==> src/rtl/bus_pkg.sv <==
// Shared definitions for the arbitrated bus slave side: widths, address map
// and the responder state encoding.
package bus_pkg;

  localparam int ADDR_W = 32;
  localparam int DATA_W = 32;

  localparam logic [ADDR_W-1:0] SLV_BASE0  = 32'hFFEF_0200;
  localparam logic [ADDR_W-1:0] SLV_STRIDE = 32'h0000_1000;

  typedef enum logic [1:0] {
    IDLE   = 2'd0,
    WAIT   = 2'd1,
    ACCESS = 2'd2,
    HOLD   = 2'd3
  } slv_state_t;

  // Window base for a given slave index; the index bits never overlap SLV_BASE0.
  function automatic logic [ADDR_W-1:0] slv_base(input int unsigned slv_id);
    return SLV_BASE0 | (SLV_STRIDE * ADDR_W'(slv_id));
  endfunction

endpackage

==> src/rtl/slv_regbank.sv <==
// Four 32-bit slave registers, one per master offset: synchronous write,
// combinational read, cleared on reset.
module slv_regbank
  import bus_pkg::*;
(
  input  logic              clk,
  input  logic              rst,
  input  logic              we,
  input  logic [1:0]        idx,
  input  logic [DATA_W-1:0] wdata,
  output logic [DATA_W-1:0] rdata
);

  logic [DATA_W-1:0] regs_q [4];

  generate
    for (genvar gi = 0; gi < 4; gi++) begin : g_reg
      logic [DATA_W-1:0] q_reg;

      always_ff @(posedge clk) begin
        if (rst) begin
          q_reg <= '0;
        end else if (we && (idx == 2'(gi))) begin
          q_reg <= wdata;
        end
      end

      assign regs_q[gi] = q_reg;
    end
  endgenerate

  assign rdata = regs_q[idx];

endmodule

==> src/rtl/bus_slave_resp.sv <==
// Target end of one arbitrated slave port: decodes its address window, inserts
// WAIT_CYC wait states, then completes a register read/write with a ready pulse.
module bus_slave_resp
  import bus_pkg::*;
#(
  parameter int unsigned SLV_ID   = 0,
  parameter int unsigned WAIT_CYC = 1
) (
  input  logic              clk,
  input  logic              rst,
  input  logic              sel,
  input  logic              RW,
  input  logic [ADDR_W-1:0] addr,
  input  logic [DATA_W-1:0] DataToSlave,
  output logic [DATA_W-1:0] DataFromSlave,
  output logic              ready,
  output logic              err,
  output logic [15:0]       access_cnt
);

  localparam logic [ADDR_W-1:0] BASE      = slv_base(SLV_ID);
  localparam logic [3:0]        WAIT_INIT = 4'(WAIT_CYC);

  slv_state_t        state_reg;
  logic [3:0]        wcnt_reg;
  logic [ADDR_W-1:0] addr_reg;
  logic [DATA_W-1:0] data_reg;
  logic              rw_reg;
  // Set once sel has been sampled low; a transfer may only start while armed,
  // so a select held high across reset or HOLD cannot retrigger.
  logic              armed_reg;

  logic              hit;
  logic [1:0]        idx;
  logic              bank_we;
  logic [DATA_W-1:0] bank_rdata;

  assign hit     = (addr_reg[ADDR_W-1:6] == BASE[ADDR_W-1:6]) && (addr_reg[3:0] == 4'h0);
  assign idx     = addr_reg[5:4];
  assign bank_we = (state_reg == ACCESS) && hit && rw_reg;

  slv_regbank u_regbank (
    .clk   (clk),
    .rst   (rst),
    .we    (bank_we),
    .idx   (idx),
    .wdata (data_reg),
    .rdata (bank_rdata)
  );

  always_ff @(posedge clk) begin
    if (rst) begin
      state_reg     <= IDLE;
      wcnt_reg      <= '0;
      addr_reg      <= '0;
      data_reg      <= '0;
      rw_reg        <= 1'b0;
      armed_reg     <= 1'b0;
      DataFromSlave <= '0;
      ready         <= 1'b0;
      err           <= 1'b0;
      access_cnt    <= '0;
    end else begin
      ready <= 1'b0;
      err   <= 1'b0;
      case (state_reg)
        IDLE: begin
          if (!sel) begin
            armed_reg <= 1'b1;
          end else if (armed_reg) begin
            addr_reg  <= addr;
            data_reg  <= DataToSlave;
            rw_reg    <= RW;
            wcnt_reg  <= WAIT_INIT;
            armed_reg <= 1'b0;
            state_reg <= (WAIT_INIT != 4'd0) ? WAIT : ACCESS;
          end
        end
        WAIT: begin
          if (!sel) begin
            armed_reg <= 1'b1;
            state_reg <= IDLE;
          end else begin
            wcnt_reg <= wcnt_reg - 4'd1;
            if (wcnt_reg == 4'd1) state_reg <= ACCESS;
          end
        end
        ACCESS: begin
          ready <= 1'b1;
          err   <= !hit;
          if (!rw_reg) DataFromSlave <= hit ? bank_rdata : '0;
          if (hit && (access_cnt != 16'hFFFF)) access_cnt <= access_cnt + 16'd1;
          state_reg <= HOLD;
        end
        HOLD: begin
          if (!sel) begin
            armed_reg <= 1'b1;
            state_reg <= IDLE;
          end
        end
        default: state_reg <= IDLE;
      endcase
    end
  end

endmodule
==> config.mk <==
export PLATFORM = sky130hd
export DESIGN_NAME = bus_slave_resp
export DESIGN_NICKNAME = d
export VERILOG_FILES = /design/src/rtl/bus_pkg.sv /design/src/rtl/slv_regbank.sv /design/src/rtl/bus_slave_resp.sv
export SDC_FILE = /design/constraint.sdc
export NUM_CORES = 1
export LEC_CHECK = 0
export BUFFER_PORTS_ARGS = -buffer_cell sky130_fd_sc_hd__buf_2
export CORE_MARGIN = 4
export CORE_UTILIZATION = 30
export DETAILED_ROUTE_END_ITERATION = 8
export PLACE_DENSITY = 0.55
export RECOVER_POWER = 25
export SYNTH_ARGS = -nofsm -noshare
export SYNTH_HDL_FRONTEND = slang
export SYNTH_SLANG_ARGS = --single-unit
==> constraint.sdc <==
create_clock -name clk -period 2.2 [get_ports clk]
set_clock_uncertainty 0.15 [all_clocks]
set_input_delay 0.55 -clock clk [delete_from_list [all_inputs] [get_ports clk]]
set_output_delay 0.55 -clock clk [all_outputs]
set_load 0.02 [all_outputs]
==> flow_summary.ini <==
[pwr]
clkPwrFrac_pct = 48.9
swShare_pct = 21.8
p_switching_mw = 2.12
leakage_nw = 5.21
p_seq_share_pct = 47.5
share_comb_of_total_power_pct = 3.5
ir_worst_vdd_v = 0.000594
internal_power_mw = 7.60
pwr_density_cell_nw_per_um2 = 770

[timing]
timing.fmax_mhz = 442
setup_viol = 21
tns_ps = -717
maxSlewViolCount = 0
rsz0062_at_grt = true
fin_ws_ps = -62.8
post-route-min-period_ps = 2260
tightest_slew_ps = 473
slew_headroom_pct = 68.4
hold_violations = 0
timing.final.crit_share_pct = 103

[critical_path]
worstPathCellList = nand4_1 > or4_4 > buf_6 > nor4b_4 > buf_6 > clkbuf_16 > nand2_1 > a21oi_1
r2r-start = addr_reg[19]
critPathBufInv = 3
cp-start-kind = register
critical_path_arrival_ps = 2570
required_ps = 2510
rr_endpoint = u_regbank.g_reg[0].q_reg[28]
worstRegToRegCells = 8
critPathKind = reg -> reg
crit_top_cell = buf_6
path_max_fanout = 16
critPathCaptureType = register
path_depth = 8
critPathSlowestCell = or4_4
worst-r2r-setup-slack_ps = -60
slowest_delay_ps = 590
critPathTopFamily = simple AND/OR/NAND/NOR gates

[synthesis]
synth_area_leaders = dfxtp_1 51%, mux2i_1 10%, nand2_1 7.7%
synth_top_area_share_pct = 51.2
synth_edf_count = 0
synth_top_area_cell = dfxtp_1
synth_nets = 1107
ys_ff_latch = 250
ys_types = 40
async_reset_ff_share_pct = 0
syn_inst = 1036
synth_common_cells = 250 x dfxtp_1, 201 x nand2_1, 142 x nor2_1
synth.avg_cell_area_um2 = 9.44
ys_warn_count = 0
netlist_area_um2 = 9780
synth_seq_area_share_pct = 51.2
synth-main-ff-cell = dfxtp_1
synth_most_common_cell = dfxtp_1

[cells_and_area]
finalNonFillerCells = 1627
antenna_cells = 0
drive_above_1_share_pct = 26.3
largest_reg_flops = 128
area_delta_synth_final_pct = 29.1
nets = 1242

[cts]
clk_path_buf_depth = 3
clk_latency_ps = 540
h-tree-depth = 1
path_clk_slew_ps = 60
cts.sinks = 250
cts-root-buf = clkbuf_16
numCtsBuffers = 28
cts_tree = done
cts_hold_buffers = 0

[worst_hold_path]
min_to = data_reg[3]
min_path_type = in -> reg
whs_path_depth = 3
hold_start = DataToSlave[3]

[floorplan]
io_pins = 118
start_util_pct = 30.7
dieArea_um2 = 35500
fp-row-count = 65
fp.dieH_um = 189
coreArea_um2 = 31900
die_w_um = 189

[status]
status = finished, violations left
violations = negative setup slack

[route]
dr.pass1.iters = 4
drc_errors = 0
vias = 7827
vias_per_cell = 4.81
drt-total-wl_mm = 26.5
routedWlPerCell_um = 16.3
drt.antenna.violating_nets = 0
drt_iter0_drc = 372

[global_route]
grt_max_degree = 63
overflow = 0
antenna_found_initial = 1
grt_pass1_wl_mm = 41.5
track_usage_pct = 14.1
grt_pass1_vias = 7588

[flow_run]
drv_cap = 0

[place]
dp.final_hpwl_mm = 16.1
pre_cts_ws_ps = -244
gp_congestion = 0.769
portBuffers = 117
place_inst = 1567
## per-layer routing
layer,share of wire (%),up-vias,global-route usage (%)
li1,-,3873,-
met1,48,3755,20.2
met2,45,163,22.6
met3,4.5,34,2.48
met4,1.7,2,3.14
met5,0.049,-,0
## power by group through the flow
| stage | clock network, mW | logic [mW] | registers (mW) |
|---|---|---|---|
| 6_report | 4.76 | 0.343 | 4.62 |
| 5_1_grt | 5.07 | 0.381 | 4.62 |
| 4_1_cts | 4.88 | 0.347 | 4.61 |
| 3_5_place_dp | 0 | 0.341 | 4.71 |
| 3_3_place_gp | 0 | 0.340 | 4.71 |
| 2_1_floorplan | 0 | 0.180 | 4.69 |
## tightest hold or removal path, cell delays in order
cell	delay [ps]
buf_2	90
nand2_1	50
a21oi_1	50
## through the flow
stage          utilization, %  hold slack [ps]  area [um2]  total power [mW]
6_report                 39.6             96.1       12600              9.72
5_1_grt                  39.6             86.4       12600              10.1
4_1_cts                  38.6             76.7       12300              9.84
3_5_place_dp             35.3              294       11200              5.05
3_3_place_gp             35.3              285       11200              5.05
2_1_floorplan               -              279        9780              4.87
## logic make-up after synthesis
kind of cell | synth area share (%)
mux | 17.4
buf+inv | 3.61
fa+ha+maj | 0.384
xor+xnor | 0.179
simple gates | 17.3
compound gates | 9.90
flops | 51.2
## area by class of cell
class	count	area (um2)
Multi-Input combinational cell	704	4690
Sequential cell	250	5020
Inverter	6	22.5
Clock buffer	36	791
Tap cell	435	544
Timing Repair Buffer	181	1390
Clock inverter	15	168
Fill cell	3220	19300
## what timing repair did
item | 4_1_cts | 5_1_grt
pin swaps | 1 | 39
gates cloned | 1 | 4
gates resized for setup | 16 | 55
endpoints found under the setup margin | 176 | 133
setup buffers | 1 | 3
## cells in the final DEF (no fill, tap or decap), types with 3 or more instances in the layout
cell type | synthesis | routed
or4_1 | 7 | 7
dfxtp_2 | 0 | 8
clkinv_2 | 0 | 9
buf_4 | 0 | 35
bufinv_16 | 0 | 3
nand3_1 | 5 | 5
a22oi_1 | 34 | 34
nand2_1 | 201 | 186
o21ai_0 | 8 | 8
buf_2 | 18 | 116
nor2b_1 | 3 | 3
dfxtp_1 | 250 | 241
mux2i_1 | 98 | 96
clkbuf_16 | 0 | 32
mux4_2 | 32 | 32
clkbuf_1 | 52 | 4
a21oi_1 | 115 | 100
buf_12 | 0 | 17
nand4_1 | 11 | 11
or3_1 | 6 | 6
o31ai_1 | 7 | 7
nand2_4 | 0 | 15
inv_1 | 6 | 6
clkbuf_8 | 0 | 7
nor2_1 | 142 | 142
buf_6 | 3 | 5
ha_1 | 3 | 3
a21oi_2 | 0 | 15
## how the worst max path moves through the flow
stage / to / from / slack, ps
after floorplan: access_cnt[1] / access_cnt[0] / 10
after global placement: access_cnt[5] / addr_reg[0] / -210
after detailed placement: access_cnt[5] / addr_reg[0] / -240
after CTS: u_regbank.g_reg[0].q_reg[28] / addr_reg[18] / 0.9
after global routing: u_regbank.g_reg[0].q_reg[28] / addr_reg[29] / -120
final: u_regbank.g_reg[0].q_reg[28] / addr_reg[19] / -60
Power figures use the tool's default switching activity.
